==> config.mk <==
export PLATFORM = sky130hd
export DESIGN_NAME = instr_fetch_seq
export DESIGN_NICKNAME = d
export VERILOG_FILES = /design/src/rtl/instr_fetch_seq.sv
export SDC_FILE = /design/constraint.sdc
export NUM_CORES = 1
export LEC_CHECK = 0
export ABC_CLOCK_PERIOD_IN_PS = 2009
export BUFFER_PORTS_ARGS = -buffer_cell sky130_fd_sc_hd__buf_2
export CAP_MARGIN = 15
export CELL_PAD_IN_SITES_DETAIL_PLACEMENT = 0
export CELL_PAD_IN_SITES_GLOBAL_PLACEMENT = 1
export CORE_UTILIZATION = 32
export CTS_BUF_LIST = sky130_fd_sc_hd__clkbuf_16
export DETAILED_ROUTE_END_ITERATION = 12
export HOLD_SLACK_MARGIN = 0.1
export PLACE_DENSITY = 0.8
export SETUP_SLACK_MARGIN = 0.5
export SYNTH_ARGS = -nofsm -noshare
export SYNTH_HDL_FRONTEND = slang
export SYNTH_SLANG_ARGS = --single-unit
==> constraint.sdc <==
create_clock -name Clock -period 2.01 [get_ports Clock]
set_input_delay 0.402 -clock Clock [delete_from_list [all_inputs] [get_ports Clock]]
set_output_delay 0.402 -clock Clock [all_outputs]
set_load 0.03 [all_outputs]
==> src/rtl/instr_fetch_seq.sv <==
// Instruction fetch sequencer: assembles a 16-bit instruction from two byte reads (low then high) and holds it for downstream.
// Latency: Run rising in IDLE gives Valid after the third rising edge; back-to-back throughput is one instruction per 3 cycles.
// Backpressure: Ready=0 parks the sequencer in HOLD with IROut/Valid/PC frozen; Flush overrides Ready and any partial fetch.
//
// Ports: Clock/Reset (sync, active-high); Run, Flush, FlushAddr, Ready control inputs;
//        Address/Mem_CS/Mem_WR/MemData form the read-only memory port; IR_LH marks the byte being loaded;
//        IROut/Valid present the instruction; Busy is high outside IDLE; InstrCount counts accepted instructions.
// Optional feature: define INSTR_FETCH_COUNT_EN to build the accepted-instruction counter; otherwise InstrCount is 0.
module instr_fetch_seq (
    input  logic        Clock,
    input  logic        Reset,
    input  logic        Run,
    input  logic        Flush,
    input  logic [7:0]  FlushAddr,
    input  logic [7:0]  MemData,
    input  logic        Ready,
    output logic [7:0]  Address,
    output logic        Mem_CS,
    output logic        Mem_WR,
    output logic        IR_LH,
    output logic [15:0] IROut,
    output logic        Valid,
    output logic        Busy,
    output logic [15:0] InstrCount
);

    typedef enum logic [1:0] {
        IDLE    = 2'd0,
        FETCH_L = 2'd1,
        FETCH_H = 2'd2,
        HOLD    = 2'd3
    } state_t;

    state_t      state_q, state_d;
    logic [7:0]  pc_q, pc_d;
    logic [15:0] ir_q, ir_d;
    logic        handshake;

    // Flush wins over Ready, so a flushed HOLD cycle is never an accepted instruction.
    assign handshake = (state_q == HOLD) && Ready && !Flush;

    always_ff @(posedge Clock) begin
        if (Reset) begin
            state_q <= IDLE;
            pc_q    <= 8'h00;
            ir_q    <= 16'h0000;
        end else begin
            state_q <= state_d;
            pc_q    <= pc_d;
            ir_q    <= ir_d;
        end
    end

    always_comb begin
        state_d = state_q;
        pc_d    = pc_q;
        ir_d    = ir_q;
        if (Flush) begin
            // Redirect discards whatever half-built instruction is in flight.
            pc_d    = FlushAddr;
            state_d = Run ? FETCH_L : IDLE;
        end else begin
            unique case (state_q)
                IDLE: begin
                    if (Run) state_d = FETCH_L;
                end
                FETCH_L: begin
                    ir_d[7:0] = MemData;
                    pc_d      = pc_q + 8'd1;   // 8-bit add wraps 0xFF -> 0x00
                    state_d   = FETCH_H;
                end
                FETCH_H: begin
                    ir_d[15:8] = MemData;
                    pc_d       = pc_q + 8'd1;
                    state_d    = HOLD;
                end
                HOLD: begin
                    if (Ready) state_d = Run ? FETCH_L : IDLE;
                end
                default: state_d = IDLE;
            endcase
        end
    end

`ifdef INSTR_FETCH_COUNT_EN
    logic [15:0] cnt_q, cnt_d;

    always_comb begin
        cnt_d = cnt_q;
        if (handshake) cnt_d = cnt_q + 16'd1;
    end

    always_ff @(posedge Clock) begin
        if (Reset) cnt_q <= 16'h0000;
        else       cnt_q <= cnt_d;
    end

    assign InstrCount = cnt_q;
`else
    assign InstrCount = 16'h0000;
`endif

    // All outputs decode registered state only; Ready never reaches Address combinationally.
    assign Address = pc_q;
    assign Mem_CS  = !((state_q == FETCH_L) || (state_q == FETCH_H));
    assign Mem_WR  = 1'b0;
    assign IR_LH   = (state_q == FETCH_H);
    assign IROut   = ir_q;
    assign Valid   = (state_q == HOLD);
    assign Busy    = (state_q != IDLE);

endmodule

== After elaboration in Yosys (flattened, before gate mapping) ==
Cells that the tools add are included.

* Multiplexer cells: 7
* Shift-type cells: 0
* Divide/modulo/power cells: 0
* Bitwise gates (word level): 1
* Reductions and logical operators: 9
* Order comparisons: 0
* Add/sub/neg operators: 1
* Multipliers: 0
* Equality and inequality tests: 5

{| class="wikitable"
|+ Operators with widths
! operator !! number
|-
| $mux 8 || 2
|-
| $add 8x1->8 const B || 1
|-
| $pmux 2 s4 || 1
|-
| $mux 2 || 3
|-
| $ne 3x3->1 const B || 2
|-
| $reduce_and 2->1 || 3
|-
| $eq 2x2->1 const B || 2
|-
| $reduce_bool 2->1 || 2
|-
| $eq 2x1->1 const B || 1
|-
| $logic_not 2->1 || 1
|-
| $reduce_or 2->1 || 1
|-
| $logic_not 1->1 || 1
|-
| $logic_or 1x1->1 || 1
|-
| $mux 1 || 1
|-
| $not 1->1 || 1
|}

* Output and inout bits: 45
* Bits in writable memories: 0
* Memories: 0
* Bits in read-only memories: 0
* Bits in latches: 0
* Word-level logic and storage cells: 27
* Register bits after elaboration: 26
* Input bits: 21

== Logic depth before layout (Yosys ltp) ==
Gate-level depths: netlist of run 1.

* Depth after elaboration: 4
* Depth in mapped cells: 7
* Depth with buffers taken out: 6

== Worst setup path after synthesis of run 1 ==
No wires, ideal clock.

* Path kind: reg-to-reg
* From: reg state_q[1]
* To: reg pc_q[7] (netlist: Address[7])
* Setup slack: 534 ps
* Data required time: 1935 ps
* Data arrival time: 1401 ps
* Buffers on the path: 1
* Stages on the path, launching flop included: 7
* Setup time: 75 ps
* Cell sequence: dfxtp_1 > inv_1 > ha_1 > buf_6 > inv_2 > or3_1 > o22ai_1

* Cells in the longest elaborated chain, start to end: 3

{| class="wikitable"
|+ RTL lines
! item !! RTL line !! text
|-
| from (decl) || 34 || <nowiki>state_t state_q, state_d;</nowiki>
|-
| from (signal assigned) || 48 || <nowiki>state_q <= state_d;</nowiki>
|-
| $eq 2x2->1 or $eq 2x1->1 (tied branches) || 63 || <nowiki>unique case (state_q)</nowiki>
|-
| $reduce_or 2->1 (no source line) * || -- ||
|-
| $reduce_bool 2->1 (no source line) * || -- ||
|-
| to (signal assigned) || 49 || <nowiki>pc_q <= pc_d;</nowiki>
|-
| to (decl) || 35 || <nowiki>logic [7:0] pc_q, pc_d;</nowiki>
|}

Every way passes the cells marked *; elsewhere a longest branch is shown, timed or not.
A chain may end at the register's enable or synchronous reset.

== Final worst setup path of run 1 ==
* From: reg state_q[1]
* To: out Mem_CS

* Cells in the longest elaborated chain, start to end: 3

{| class="wikitable"
|+ RTL lines
! item !! RTL line !! text
|-
| $eq 2x1->1 or $eq 2x2->1 (tied branches) || 105 || <nowiki>assign Mem_CS = !((state_q == FETCH_L) || (state_q == FETCH_H));</nowiki>
|-
| $logic_or 1x1->1 * || 105 ||
|-
| $logic_not 1->1 * || 105 ||
|-
| to (decl) || 18 || <nowiki>output logic Mem_CS,</nowiki>
|}

Marked as above.

==> impl_metrics.json, run 1 <==
{
  "synth_area_um2": 1340,
  "dpl.cell_count": 239,
  "antenna_cells": 0,
  "layout-drive-gt1-share_pct": 33.2,
  "drt_pass1_iterations": 6,
  "fin_skew_ps": 2.73,
  "fillCellCount": 422,
  "cpMaxStageDelayCell": "dfxtp_4",
  "finalSetupTns_ps": 0,
  "path_cells": "inv_4, ha_4, inv_2, buf_6",
  "clock_sink_count": 26,
  "grt_usage_pct": 12.4,
  "grt_max_degree": 29,
  "worstSkewPairLatency_ps": 260,
  "hold_viol_final": 0,
  "yosysTopAreaCellShare_pct": 38.8,
  "crit_type": "reg2out",
  "grt_antenna_before_repair": 0,
  "synth_edf_count": 0,
  "rsz0062_at_grt": "true",
  "cp-start-kind": "flop",
  "die-area_um2": 4450,
  "routed_wl_um": 2730,
  "synthCells": 148,
  "synthTopCellsByArea": "dfxtp_1 (39%), mux2i_1 (14%), buf_4 (10%), nor2_1 (7.0%), ha_1 (5.6%)",
  "drc": 0,
  "vias": 1068,
  "setup_viol_count_final": 0,
  "use_met2_pct": 20.3,
  "status": "finished, final reports clean",
  "stdcell_count": 246,
  "syn_area_per_cell_um2": 9.06,
  "layout.nets": 224,
  "cp.arrival_ps": 1110,
  "ys_seq_area_share_pct": 38.8,
  "crit_fanout": 4,
  "wl_per_cell_um": 11.1,
  "vias_per_cell": 4.34,
  "synth_top_cell_by_area": "dfxtp_1",
  "dp_slack_ps": 394,
  "timing.fmax_ghz": 0.661,
  "overflow": 0,
  "gp_congestion": 0.743,
  "ys_top_cells_by_count": "dfxtp_1 (26), nor2_1 (25), mux2i_1 (19)",
  "core.rowCount": 23,
  "p_per_area_nw_per_um2": 827,
  "synth-async-reset-ratio_pct": 0,
  "syn_to_final_growth_pct": 27.5,
  "clk_pin_slew_ps": 60,
  "drv_cap": 0,
  "die_h_um": 66.7,
  "finalCritPeriodShare_pct": 75.2,
  "critPathCaptureType": "output pin",
  "min_period_ps": 1510,
  "synth.distinct_cells": 29,
  "grt_pass1_wl_um": 4200,
  "hpwlAfterDp_um": 1940,
  "drtIter0Drc": 71,
  "clock_tree.root_cell": "clkbuf_16",
  "die_w_um": 66.7,
  "critical-path-max-stage-delay_ps": 370,
  "critPathTopFamily": "flip-flops",
  "p_leak_nw": 0.868,
  "start_util_pct": 33.5,
  "critPathRequiredTime_ps": 1610,
  "num_io_pins": 66,
  "use_met1_pct": 16.3,
  "tritoncts": "yes",
  "htree_levels": 1,
  "yosysWarnings": 0,
  "ir_worst_vdd_uv": 292,
  "synth_ff_type": "dfxtp_1",
  "grtUsageMet3_pct": 1.37,
  "crit_buf_inv": 3,
  "synth_most_common_cell": "dfxtp_1",
  "max_slew_margin_pct": 66.2,
  "grt_pass1_vias": 934,
  "port_buffers": 48,
  "tightest_slew_ps": 507,
  "cts-buffers-inserted": 3,
  "antenna_left": 0,
  "ys_ff_latch": 26,
  "fin_ws_ps": 498,
  "min_path_type": "in2reg",
  "clock_path_buffers": 2,
  "core_area_um2": 4000,
  "drv_slew": 0,
  "busiest_layer": "met2"
}
## state kept, by name, indices dropped and copies added (netlist names)
name     flops
Address      8
IROut       16
state_q      2
## power breakdown
group / total (mW) / leakage, nW / switching [mW] / internal [mW]
combinational: 0.280 / 0.604 / 0.181 / 0.0987
sequential: 0.560 / 0.213 / 0.0220 / 0.538
clock: 0.574 / 0.0511 / 0.178 / 0.396
total: 1.41 / 0.868 / 0.381 / 1.03
## path summary, 6_finish.rpt
kind	from	end	slack, ps	cells after the start
worst max-delay path	state_q[1]	Mem_CS	500	4
worst min-delay path	FlushAddr[1]	Address[1]	370	3
worst max register to register	state_q[0]	state_q[0]	610	6
worst min register to register	IROut[2]	IROut[2]	490	2
## kinds of logic after synthesis
kind of cell               synth area share [%]
xor gates and xnor gates                   4.57
other                                     0.280
DFF                                        38.8
AOI/OAI and AO/OA                          6.62
muxes                                      14.2
adders and majority gates                  5.60
buffers and inverters                      15.1
and+or+nand+nor                            14.8
## worst reg2reg max path: stages (launching register included)
cell,delay (ps)
dfxtp_2,330
buf_4,130
ha_1,230
nand2b_1,130
a21oi_1,90
or2_2,290
o32ai_1,100
## metrics by stage
step	hold slack [ps]	total power, mW	cell area (um^2)	utilization, %
floorplan	545	0.795	1400	-
global placement	467	0.829	1540	38.5
detailed placement	478	0.829	1540	38.5
CTS	370	1.43	1690	42.1
global route	390	1.48	1710	42.8
finish	374	1.41	1710	42.8
## metal layers
metal	up-vias	wire (um)
li1	549	-
met1	485	1250
met2	32	1340
met3	2	107
met4	0	24
met5	-	0
## layout by cell type, fill, tap and decap left out, types with 2 or more instances in the layout
cell type and n:
buf_2 45, nand2b_1 3, a21oi_1 9, xnor2_1 6, nand2_1 2, o21a_1 3, inv_4 2, mux2i_1 19
nor2_1 25, nor3_1 2, buf_6 3, ha_1 4, dfxtp_1 24, buf_4 4, nand4_1 4, conb_1 17
nor2b_1 2, inv_1 3, clkbuf_16 3
## timing repair
item,CTS,global route
pin swaps,1,3
gates resized for setup,10,7
endpoints found under the setup margin,10,4
gates cloned,0,0
hold buffers,0,0
buffers inserted,2,1
## final cells by class
| class | instances | area [um^2] | share of cell area (%) |
|---|---|---|---|
| inverter | 6 | 27.5 | 1.61 |
| multi-input combinational | 107 | 693 | 40.5 |
| timing repair buffer | 53 | 297 | 17.3 |
| sequential | 26 | 526 | 30.7 |
| clock inverter | 1 | 30.0 | 1.76 |
| tap | 50 | 62.6 | 3.66 |
| clock buffer | 3 | 75.1 | 4.39 |
No activity file was read; power rests on OpenSTA's default activity.
==> run 2: changes to the inputs <==
ABC_CLOCK_PERIOD_IN_PS = 1300   (was 2009)
CORE_UTILIZATION = 29   (was 32)
PLACE_DENSITY = 0.77   (was 0.8)
clock period = 1.3 ns   (was 2.01 ns; I/O delays follow)
==> run 2 against run 1 <==
  * The flow now finishes with violations (setup timing)
  * Non-clock buffer count is 21 higher
  * Routed wire length is 14% higher
  * Cell area is 30% higher
  * Highest routed layer unchanged
==> impl_metrics.json, run 2 (same netlist as run 1, synthesis figures left out) <==
{
  "status": "finished with violations",
  "failed_checks": "setup timing",
  "drc": 0,
  "critical-path-max-stage-delay_ps": 360,
  "drt_pass1_iterations": 4,
  "timing.fmax_ghz": 0.711,
  "port_buffers": 48,
  "reg2reg_from": "state_q[0]",
  "hpwlAfterDp_um": 2170,
  "final_common_cell": "buf_6",
  "finalCritPeriodShare_pct": 108,
  "final_core_utilization_pct": 50.2,
  "grt_pass1_vias": 1098,
  "cts_hold_buf": 0,
  "clock_sink_count": 26,
  "cp.arrival_ps": 1150,
  "clock_tree.root_cell": "clkbuf_16",
  "worstSkewPairLatency_ps": 250,
  "p_leak_nw": 1.04,
  "critPathTopFamily": "flip-flops",
  "min_period_ps": 1410,
  "p_seq_share_pct": 36.9,
  "r2r_slack_ps": -80,
  "cp.depth": 4,
  "crit_path_end": "Mem_CS",
  "clkPwrFrac_pct": 37.0,
  "overflow": 0,
  "start_util_pct": 30.4,
  "antenna_cells": 0,
  "drv_slew": 0,
  "p_int_mw": 1.73,
  "cp-start-kind": "flop",
  "num_io_pins": 66,
  "routed_wl_um": 3110,
  "core.rowCount": 24,
  "whs_ps": 232,
  "antenna_left": 0,
  "gp_congestion": 0.749,
  "cpMaxStageDelayCell": "dfxtp_4",
  "critPathRequiredTime_ps": 1040,
  "fin_skew_ps": 4.52,
  "grt_antenna_before_repair": 0,
  "finalPower_mw": 2.36,
  "setup_viol_count_final": 11,
  "reg2reg_to": "Address[5]",
  "htree_levels": 1,
  "layout_common_cells": "buf_6 (36), nor2_1 (24), buf_2 (20), dfxtp_2 (19), mux2i_1 (18)",
  "largest_reg_flops": 16,
  "p_per_area_nw_per_um2": 1070,
  "p_sw_share_pct": 26.6,
  "path_cells": "inv_4, ha_4, inv_8, buf_6",
  "rr_worst_depth": 6,
  "crit_fanout": 5,
  "layout-drive-gt1-share_pct": 57.1,
  "switchingPower_uw": 628,
  "grt_usage_pct": 12.4,
  "drv_cap": 0,
  "crit_type": "reg2out",
  "rsz0062_at_grt": "true",
  "fillCellCount": 435,
  "ir_worst_vdd_uv": 475,
  "vias_per_cell": 4.42,
  "clk_pin_slew_ps": 60,
  "tritoncts": "yes",
  "startpoint": "state_q[0]",
  "grt_pass1_wl_um": 4970,
  "crit_buf_inv": 3,
  "hold_viol_final": 0,
  "syn_to_final_growth_pct": 65.2,
  "core_area_um2": 4410,
  "grt_max_degree": 16,
  "critPathCaptureType": "output pin",
  "vias": 1188,
  "layout.nets": 245,
  "cts-buffers-inserted": 3,
  "drtIter0Drc": 26,
  "die-area_um2": 4900,
  "fin_ws_ps": -106,
  "die_h_um": 70.0,
  "clock_path_buffers": 2,
  "wl_per_cell_um": 11.6,
  "min_path_type": "in2reg",
  "die_w_um": 70.0,
  "p_comb_share_pct": 26.0
}
run 2: layout make-up:
class / instances / area, um^2 / area share (%)
Clock buffer: 3 / 75.1 / 3.39
Clock inverter: 1 / 30.0 / 1.36
Timing Repair Buffer: 74 / 648 / 29.2
Multi-Input combinational cell: 107 / 788 / 35.6
Tap cell: 52 / 65.1 / 2.94
Inverter: 6 / 38.8 / 1.75
Sequential cell: 26 / 571 / 25.7
run 2: per-layer routing:
metal | track usage [%] | share of wire (%) | up-vias
met5 | 0 | 0 | -
met4 | 4.00 | 0.90 | 0
met3 | 1.88 | 3.9 | 2
met2 | 21.5 | 51 | 31
met1 | 15.7 | 44 | 559
li1 | - | - | 596
run 2: worst min path at each step:
| stage | endpoint | slack [ps] | depth (start not counted) | startpoint |
|---|---|---|---|---|
| floorplan | Address[1] | 400 | 2 | FlushAddr[1] |
| global placement | IROut[2] | 470 | 2 | IROut[2] |
| detailed placement | IROut[7] | 480 | 2 | IROut[7] |
| CTS | Address[1] | 230 | 3 | FlushAddr[1] |
| global route | Address[0] | 260 | 3 | FlushAddr[0] |
| finish | Address[1] | 230 | 3 | FlushAddr[1] |
run 2: metrics by stage:
stage / setup slack (ps) / TNS (ps) / cell area, um^2 / instances
detailed placement: -36.5 / -119 / 1630 / 249
finish: -106 / -517 / 2220 / 269
global placement: -3.94 / -9.82 / 1630 / 249
floorplan: -51.2 / -423 / 1440 / 164
CTS: -91.8 / -578 / 2090 / 266
global route: -146 / -1500 / 2220 / 269
run 2: timing repair:
item,in CTS,in global routing
pin swaps,7,13
resized for setup,91,24
buffers inserted,13,3
endpoints found under the setup margin,54,54
run 2: tightest hold or removal path: cells and delay by family:
| kind | cells | cell delay (ps) |
|---|---|---|
| and+or+nand+nor | 1 | 70 |
| buffers and inverters | 1 | 80 |
| AOI/OAI and AO/OA | 1 | 50 |
run 2: power by group through the flow:
stage / Clock [mW] / Combinational (mW) / Sequential, mW
2_1_floorplan: 0 / 0.313 / 0.945
3_3_place_gp: 0 / 0.445 / 0.887
3_5_place_dp: 0 / 0.443 / 0.888
4_1_cts: 0.909 / 0.553 / 0.874
5_1_grt: 0.938 / 0.652 / 0.877
6_report: 0.874 / 0.615 / 0.872
==> run 3: changes to the inputs <==
GPL_TIMING_DRIVEN = 0   (was default)
HOLD_SLACK_MARGIN = 0.06   (was 0.1)
==> run 3 against run 2 <==
  * The run still ends with setup timing left
  * Utilization increased by 3.3 points
  * Worst setup slack worse by 38 ps
  * Clock power rose by 3.1%
  * Routed wire length is 8.5% higher
  * Global-route usage grew 0.62 points
  * Power grew 3.4%
  * Critical path depth rose by 1
  * Flip-flop and latch count unchanged
  * Highest routed layer unchanged
==> impl_metrics.json, run 3 (same netlist as run 1, synthesis figures left out) <==
{
  "status": "finished with violations",
  "failed_checks": "setup timing",
  "timing.fmax_ghz": 0.693,
  "grt_usage_pct": 13.0,
  "p_sw_share_pct": 27.5,
  "grt_pass1_wl_um": 5110,
  "fin_ws_ps": -143,
  "antenna_left": 0,
  "cts-buffers-inserted": 3,
  "drc": 0,
  "clock_sink_count": 26,
  "ir_worst_vdd_uv": 669,
  "largest_reg_flops": 16,
  "wl_per_cell_um": 11.8,
  "core_area_um2": 4410,
  "num_io_pins": 66,
  "cts_hold_buf": 0,
  "layout-drive-gt1-share_pct": 59.4,
  "crit_fanout": 3,
  "drv_cap": 0,
  "overflow": 0,
  "dpl.cell_count": 263,
  "routed_wl_um": 3370,
  "tritoncts": "yes",
  "stdcell_count": 286,
  "fin_skew_ps": 6.41,
  "min_period_ps": 1440,
  "drt_pass1_iterations": 4,
  "die_w_um": 70.0,
  "clock_path_buffers": 2,
  "finalCritPeriodShare_pct": 111,
  "worstSkewPairLatency_ps": 260,
  "die_h_um": 70.0,
  "fillCellCount": 407,
  "multi_input_area_um2": 802,
  "cp-start-kind": "flop",
  "syn_to_final_growth_pct": 76.0,
  "p_leak_nw": 1.13,
  "final_core_utilization_pct": 53.5,
  "cp.arrival_ps": 1180,
  "start_util_pct": 30.4,
  "grt_max_degree": 16,
  "clock_tree.root_cell": "clkbuf_16",
  "switchingPower_uw": 671,
  "htree_levels": 1,
  "drv_slew": 0,
  "critPathCaptureType": "output pin",
  "layout_common_cells": "buf_6 (33), buf_4 (31), nor2_1 (24), buf_2 (21), dfxtp_2 (20)",
  "clk_pin_slew_ps": 60,
  "p_per_area_nw_per_um2": 1030,
  "drtIter0Drc": 54,
  "die-area_um2": 4900,
  "grt_antenna_before_repair": 0,
  "critPathRequiredTime_ps": 1040,
  "p_seq_share_pct": 35.7,
  "port_buffers": 47,
  "hpwlAfterDp_um": 2140,
  "p_int_mw": 1.77,
  "hold_viol_final": 0,
  "grt_pass1_vias": 1136,
  "setup_viol_count_final": 29,
  "clkPwrFrac_pct": 36.9,
  "gp_congestion": 0.743,
  "seq_area_um2": 568,
  "min_path_type": "in2reg",
  "rsz0062_at_grt": "true",
  "vias": 1212,
  "final_common_cell": "buf_6",
  "layout.nets": 262,
  "antenna_cells": 0,
  "core.rowCount": 24,
  "crit_type": "reg2out",
  "p_comb_share_pct": 27.3,
  "vias_per_cell": 4.24
}
[run 3: changes by cell type in the layout (fill, tap and decap cells not counted), moves of 2 or more]
cell and delta:
ha_4 +2, buf_8 +2, buf_4 +14, a21oi_1 -2, a21oi_2 +3, buf_6 -3
[run 3: worst paths after layout]
kind / to / slack (ps) / startpoint / cells after the start
max: Mem_CS / -140 / state_q[1] / 5
min: Address[1] / 230 / FlushAddr[1] / 3
max reg2reg: Address[4] / -110 / state_q[1] / 8
min reg2reg: IROut[14] / 500 / IROut[14] / 2
[run 3: area by class of cell]
class,instances,share of cell area [%]
repair buffers,66,24.6
multi-input cells,107,34.0
clock inverters,1,1.27
flip-flops and latches,26,24.1
inverters,6,1.64
well taps,52,2.76
plain buffers,25,8.53
clock buffers,3,3.18
[run 3: metrics by stage]
stage	TNS (ps)	cell area [um^2]	worst slack, ps	hold WS [ps]	power (mW)
floorplan	-423	1440	-51.2	403	1.26
global placement	-447	1740	-97.4	469	1.36
detailed placement	-442	1740	-96.6	477	1.36
CTS	-859	2230	-143	233	2.42
global route	-3460	2360	-224	246	2.54
finish	-1570	2360	-143	232	2.44
[run 3: worst max-delay path: stages (launching register included)]
cell and delay [ps]:
dfxtp_2 350, inv_4 50, ha_4 260, buf_8 110, inv_8 30, buf_6 120
[run 3: power groups by stage]
stage	logic (mW)	registers, mW	clock network [mW]
after floorplan	0.313	0.945	0
after global placement	0.476	0.888	0
after detailed placement	0.478	0.887	0
after CTS	0.616	0.874	0.926
after global routing	0.707	0.878	0.956
final	0.667	0.872	0.901
[run 3: what timing repair did]
action | CTS | global route
gates resized for setup | 97 | 17
pin swaps | 10 | 8
buffers inserted | 12 | 7
endpoints found under the setup margin | 54 | 54
[run 3: metal layers]
layer | GRT usage (%) | wire length, um | vias up
met4 | 6.00 | 84 | 0
met2 | 22.3 | 1730 | 32
met1 | 15.4 | 1410 | 542
met3 | 2.89 | 146 | 7
li1 | - | - | 631
met5 | 0 | 0 | -
